--- src/rtl/write_ptr_ctrl.sv ---
// Write-side pointer and status controller for an asynchronous FIFO.
// Keeps the binary/Gray write pointer, decodes the synchronised read pointer,
// and produces registered fill level, full, almost-full and a sticky overflow flag.
module write_ptr_ctrl #(
   parameter int unsigned ADDRSIZE  = 9,
   parameter int unsigned AF_THRESH = 2**ADDRSIZE - 4
) (
   input  logic                wclk,
   input  logic                w_rst,
   input  logic                winc,
   input  logic [ADDRSIZE:0]   rptr_sync,
   input  logic                ovf_clr,
   output logic                wen,
   output logic [ADDRSIZE-1:0] waddr,
   output logic [ADDRSIZE:0]   wptr,
   output logic                wfull,
   output logic                walmost_full,
   output logic [ADDRSIZE:0]   wlevel,
   output logic                wovf
);

   localparam logic [ADDRSIZE:0] AF_LVL = (ADDRSIZE+1)'(AF_THRESH);

   logic [ADDRSIZE:0] wbin;
   logic [ADDRSIZE:0] wbin_next;
   logic [ADDRSIZE:0] wgray_next;
   logic [ADDRSIZE:0] rbin_sync;
   logic [ADDRSIZE:0] lvl_next;
   logic [ADDRSIZE:0] full_ptr;
   logic              push;
   logic              full_next;
   logic              af_next;

   // Gray-to-binary decode: each binary bit is the XOR of all Gray bits at or above it.
   always_comb begin
      rbin_sync = '0;
      for (int i = 0; i <= int'(ADDRSIZE); i++) begin
         rbin_sync[i] = ^(rptr_sync >> i);
      end
   end

   // Next pointer, level and flag values; a push is refused while full.
   always_comb begin
      push       = winc & ~wfull;
      wbin_next  = wbin + {{ADDRSIZE{1'b0}}, push};
      wgray_next = (wbin_next >> 1) ^ wbin_next;
      lvl_next   = wbin_next - rbin_sync;
      // Full when the write pointer has lapped the read pointer by exactly one pass.
      full_ptr   = {~rptr_sync[ADDRSIZE:ADDRSIZE-1], rptr_sync[ADDRSIZE-2:0]};
      full_next  = (wgray_next == full_ptr);
      af_next    = (lvl_next >= AF_LVL);
   end

   // RAM write port drive; wen is gated by reset so nothing is written during reset.
   always_comb begin
      wen   = winc & ~wfull & ~w_rst;
      waddr = wbin[ADDRSIZE-1:0];
   end

   // Pointer and status registers; overflow set takes priority over clear.
   always_ff @(posedge wclk) begin
      if (w_rst) begin
         wbin         <= '0;
         wptr         <= '0;
         wfull        <= 1'b0;
         walmost_full <= 1'b0;
         wlevel       <= '0;
         wovf         <= 1'b0;
      end else begin
         wbin         <= wbin_next;
         wptr         <= wgray_next;
         wfull        <= full_next;
         walmost_full <= af_next;
         wlevel       <= lvl_next;
         if (winc & wfull) begin
            wovf <= 1'b1;
         end else if (ovf_clr) begin
            wovf <= 1'b0;
         end
      end
   end

endmodule

--- config.mk ---
export PLATFORM = sky130hd
export DESIGN_NAME = write_ptr_ctrl
export DESIGN_NICKNAME = d
export VERILOG_FILES = /design/src/rtl/write_ptr_ctrl.sv
export SDC_FILE = /design/constraint.sdc
export NUM_CORES = 1
export LEC_CHECK = 0
export CAP_MARGIN = 30
export CORE_MARGIN = 2
export CORE_UTILIZATION = 48
export DETAILED_ROUTE_END_ITERATION = 8
export GPL_TIMING_DRIVEN = 0
export MAX_ROUTING_LAYER = met4
export PLACE_DENSITY = 0.85
export SLEW_MARGIN = 20
export SYNTH_ARGS = -nofsm -noshare
export SYNTH_HDL_FRONTEND = slang
export SYNTH_SLANG_ARGS = --single-unit
--- constraint.sdc ---
create_clock -name wclk -period 6.7 [get_ports wclk]
set_input_delay 2.01 -clock wclk [delete_from_list [all_inputs] [get_ports wclk]]
set_output_delay 2.01 -clock wclk [all_outputs]
set_load 0.05 [all_outputs]
* Word-level counts from Yosys, hierarchy flattened
Cells that the tools add are included.
** Operators by class
- Muxes and demuxes :: 2
- Bitwise logic cells :: 7
- Equal/unequal tests :: 1
- Reductions and logical operators :: 11
- Shifts and indexed selects :: 0
- Order comparisons :: 1
- Divide/modulo/power cells :: 0
- Add/subtract/negate cells :: 2
- $mul :: 0
** Operator list (count)
- $reduce_xor A10 Y1 :: 10
- $add A10 B1 Y10 :: 1
- $eq A10 B10 Y1 :: 1
- $ge A10 B9 Y1 const B :: 1
- $sub A10 B10 Y10 :: 1
- $xor A9 B10 Y10 :: 1
- $and A1 B1 Y1 :: 3
- $mux W1 :: 2
- $not A1 Y1 :: 2
- $not A2 Y2 :: 1
- $reduce_bool A2 Y1 :: 1
** Word-level totals
- Latch bits :: 0
- Memory bits (writable) :: 0
- Memory bits (read-only) :: 0
- Word-level logic and storage cells :: 30
- Memories :: 0
- Output and inout bits :: 33
- Flip-flop bits (word level) :: 33
- Input port bits :: 14

* Logic depth before layout (Yosys ltp)
Gate-level depths: netlist of the first run.
- Word-level depth :: 5
- Gate-level depth with buffers :: 16
- Gate-level depth less buffers :: 16

* Least setup slack after synthesis of the first run
OpenSTA, ideal clock, no wires.
- Kind :: input to register
- From :: input port rptr_sync[4]
- To :: register walmost_full
- Buffers on the path :: 0
- Stages on the path :: 15
- Data required time :: 6629 ps
- Arrival :: 5439 ps
- Path slack :: 1190 ps
- Library setup time :: 71 ps
- Path through :: xnor2_1 xnor3_1 xnor2_1 xor2_1 xor2_1 xor2_1 ha_1 fa_1 nand2b_1 a21oi_1 xnor2_1 xnor2_1 or4_4 nor3_2 o2bb2ai_1
** Between the ends
- Word-level cells in the longest chain between the ends :: 3
- Elaborated cells on any way between the ends :: 7
- Those cells by class :: 1 x add/sub; 1 x order compare; 5 x reduce/logical
** Ends and longest elaborated chain
- start: declaration :: RTL line 11 : input logic [ADDRSIZE:0] rptr_sync,
- $reduce_xor A10 Y1 :: RTL line 38 : rbin_sync[i] = ^(rptr_sync >> i);
- $sub A10 B10 Y10 (*) :: RTL line 47 : lvl_next = wbin_next - rbin_sync;
- $ge A10 B9 Y1 (*) :: RTL line 51 : af_next = (lvl_next >= AF_LVL);
- end signal: assignment :: RTL line 73 : walmost_full <= af_next;
- end: declaration :: RTL line 17 : output logic walmost_full,
Mark *: on every way between the ends. The rest lies on a longest branch, timed or not.
A chain may end at the register's enable or synchronous reset.

* Worst setup path in the final report of the first run
- From :: input port rptr_sync[5]
- To :: register walmost_full
The elaborated chain is that of the path after synthesis.

==> flow_summary_export.csv, run 1 <==
group,metric,value,unit
clocking,cts_buffers,5,
clocking,cts_post_setup_buffers_inserted,0,
clocking,cts_buffer_depth,2,
route,ant_nets,0,
run_status,status,"completed",
grt,gr-total-overflow,0,
sta,final.setup.tns,0,ps
power_and_ir_drop,power_leakage,0.9552,nW
sta,fin_crit_sh,96.22,%
sta,fmax,155.1,MHz
yosys,synth_flop_cell,"dfxtp_1",
placement,dpl.hpwl,2979,microns
run,drv_cap,0,
floorplan,coreArea,0.003633,sq mm
clocking,clock_latency,280,ps
setup_path,cp.required,6910,ps
yosys,syn_inst,204,
grt,grt.busiest_layer,"met2",
yosys,seq_area_frac_synth,35.68,%
setup_path,worstPathArrival,6660,ps
yosys,synth_cell_types,38,
setup_path,path_cells,"clkdlybuf4s50_1 > xnor2_1 > xnor3_1 > xnor2_1 > xor2_1 > xor2_1 > xor2_1 > ha_1 > fa_1 > nand2b_1 > a21oi_1 > xnor2_1 > xnor2_1 > or4_4 > nor3_2 > o2bb2ai_1",
yosys,avgSynthCellArea,8.801,sq um
grt,grt_pass1_vias,1482,
route,initialDrtViolationCount,73,
setup_path,cp-startpoint,"rptr_sync[5]",
min_path,hp-start,"wovf",
cells_and_area,nNetsFinal,281,
power_and_ir_drop,powerDensity,273.6,mW/mm^2
grt,grt_first_pass_wirelength,6527,microns
setup_path,crit_type,"input port to register",
yosys,synth_edf_count,0,
placement,portBuffers,45,
setup_path,crit_path_start_kind,"input port",
yosys,async_flop_share,0,%
cells_and_area,drive_gt1_share,5.078,%
power_and_ir_drop,finalPower,657.2,uW
min_path,min_path_cells,2,
setup_path,critPathBufInv,1,
sta,worstMarginPinSlew,747.2,ps
sta,drv_slew,0,
cells_and_area,fillers,310,
setup_path,r2r_cells,15,
floorplan,die_area,0.004246,sq mm
grt,grtUsageTotal,20.69,%
clocking,ctsRootBufferMaster,"clkbuf_8",
setup_path,crit_cells,16,
grt,use_met1,24.11,%
power_and_ir_drop,vdd_drop_max,0.1729,mV
clocking,htreeDepth,2,
clocking,clkSinkCount,32,
grt,grt_max_degree,11,
setup_path,cpPeakStageDelay,530,ps
setup_path,cpMaxStageDelayCell,"clkdlybuf4s50_1",
setup_path,path_delay_family,"XOR/XNOR gates",
yosys,synth_area,0.001795,sq mm
sta,rsz0062_at_grt,"no",
floorplan,rows,22,
route,vias,1532,
clocking,clkTransAtPathRegs,70,ps
floorplan,die_h,65.16,microns
route,drt-total-wl,3995,microns
grt,grtUsageMet2,34.31,%
sta,skew,10.47,ps
setup_path,crit_top_cell,"xnor2_1",
floorplan,start_util,49.41,%
route,dr.pass1.iters,5,
cells_and_area,final_util,66.12,%
min_path,hold_class,"register to register",
floorplan,die_w,65.16,microns
sta,finalHoldViolCount,0,
setup_path,end_kind,"register",
yosys,synth.area.top_cells,"dfxtp_1 (36%), xnor2_1 (10%), xor2_1 (10%)",
route,routedWlPerCell,13.14,microns
sta,period_needed,6447,ps
setup_path,rr_startpoint,"wfull",
yosys,syn-num-nets,229,
clocking,post_cts_resized,0,
yosys,yosysTopAreaCellShare,35.68,%
route,drc_errors,0,
clocking,cts_hold_buf,0,
floorplan,io_pins,47,
grt,antenna_found_initial,0,
sta,setup_violations,0,
grt,global_route.usage.met3,3.938,%
setup_path,path_max_fanout,4,
sta,maxSlewHeadroom,49.83,%
yosys,synth-seq-cells,32,
yosys,yosys.area.top_type,"dfxtp_1",
cells_and_area,diodes,0,
yosys,ys_warn_count,0,
route,routed_via_density,5.039,
placement,place_congestion,0.8484,
clocking,cts_tree,"yes",
cells_and_area,flow.area_growth_from_synthesis,33.80,%
## synthesized netlist by cell type, types with 4 or more instances
cell type / number
a21oi_1: 11
clkbuf_1: 6
dfxtp_1: 32
ha_1: 10
inv_1: 7
nand2_1: 12
nand2b_1: 4
nor2_1: 37
nor2b_1: 7
nor3_1: 4
xnor2_1: 21
xor2_1: 21
## registers in the layout, indices dropped and copies added, names as in the netlist
name and flops:
wptr 9, wlevel 10, wbin 10, wovf 1, walmost_full 1, wfull 1
## metrics by stage
step	instance area, sq um	hold WS (ps)	cells	worst slack, ps
2_1_floorplan	1795	681.4	204	1190
3_3_place_gp	2306	457.1	297	320.3
3_5_place_dp	2306	465.9	297	155.4
4_1_cts	2402	475.8	304	267.3
5_1_grt	2402	499.7	304	4.743
6_report	2402	471.8	304	253.2
## layer usage
metal	share of wire, %	wire length, microns
met1	45	1781
met2	48	1920
met3	4.6	184
met4	2.7	108
met5	0	0
## cell families after synthesis
| family | share of synthesized area, % |
|---|---|
| simple gates | 19.79 |
| compound gates | 8.014 |
| fa+ha+maj | 9.268 |
| mux | 0.5575 |
| flops | 35.68 |
| buf+inv | 2.718 |
| xor+xnor | 23.97 |
## placed cells by master (no fill, tap or decap), types with 2 or more instances in the layout
cell,n
clkdlybuf4s50_1,45
nor2_1,37
dfxtp_1,32
xnor2_1,21
xor2_1,21
nand2_1,12
a21oi_1,11
ha_1,10
inv_1,7
nor2b_1,7
clkbuf_8,7
clkbuf_1,6
nor3_1,4
nand2b_1,4
nand3_1,2
nand4_1,2
and2_1,2
a31oi_1,2
o21ai_1,2
a211oi_1,2
## final timing paths
kind,end,slack (ps)
worst max-delay path,walmost_full,250
worst min-delay path,wovf,470
worst max register to register,walmost_full,3000
worst min register to register,wovf,470
## cell type report
cell class	instances	area (sq um)	area share, %
multi-input cells	159	1106	46.04
flip-flops and latches	32	640.6	26.67
repair buffers	45	450.4	18.75
clock buffers	7	96.34	4.010
well taps	48	60.06	2.500
inverters	7	26.28	1.094
plain buffers	6	22.52	0.9375
## power breakdown
part | leakage, nW | total, mW | switching [mW] | internal, mW
Sequential | 0.262 | 0.217 | 0.00606 | 0.211
Combinational | 0.643 | 0.280 | 0.176 | 0.104
Clock | 0.0503 | 0.160 | 0.0686 | 0.0914
## worst min-delay path, stage by stage (launching register included)
cell and delay, ps:
dfxtp_1 310, nand2b_1 60, a21oi_1 50
No activity file was read; power rests on OpenSTA's default activity.
==> run 2: changes to the inputs <==
--- a/config.mk
+++ b/config.mk
@@ -12,7 +12,6 @@
 export GPL_TIMING_DRIVEN = 0
 export MAX_ROUTING_LAYER = met4
 export PLACE_DENSITY = 0.85
-export SLEW_MARGIN = 20
 export SYNTH_ARGS = -nofsm -noshare
 export SYNTH_HDL_FRONTEND = slang
 export SYNTH_SLANG_ARGS = --single-unit
==> results of run 2 <==
Final layout, timing and power as in run 1 (identical DEF).
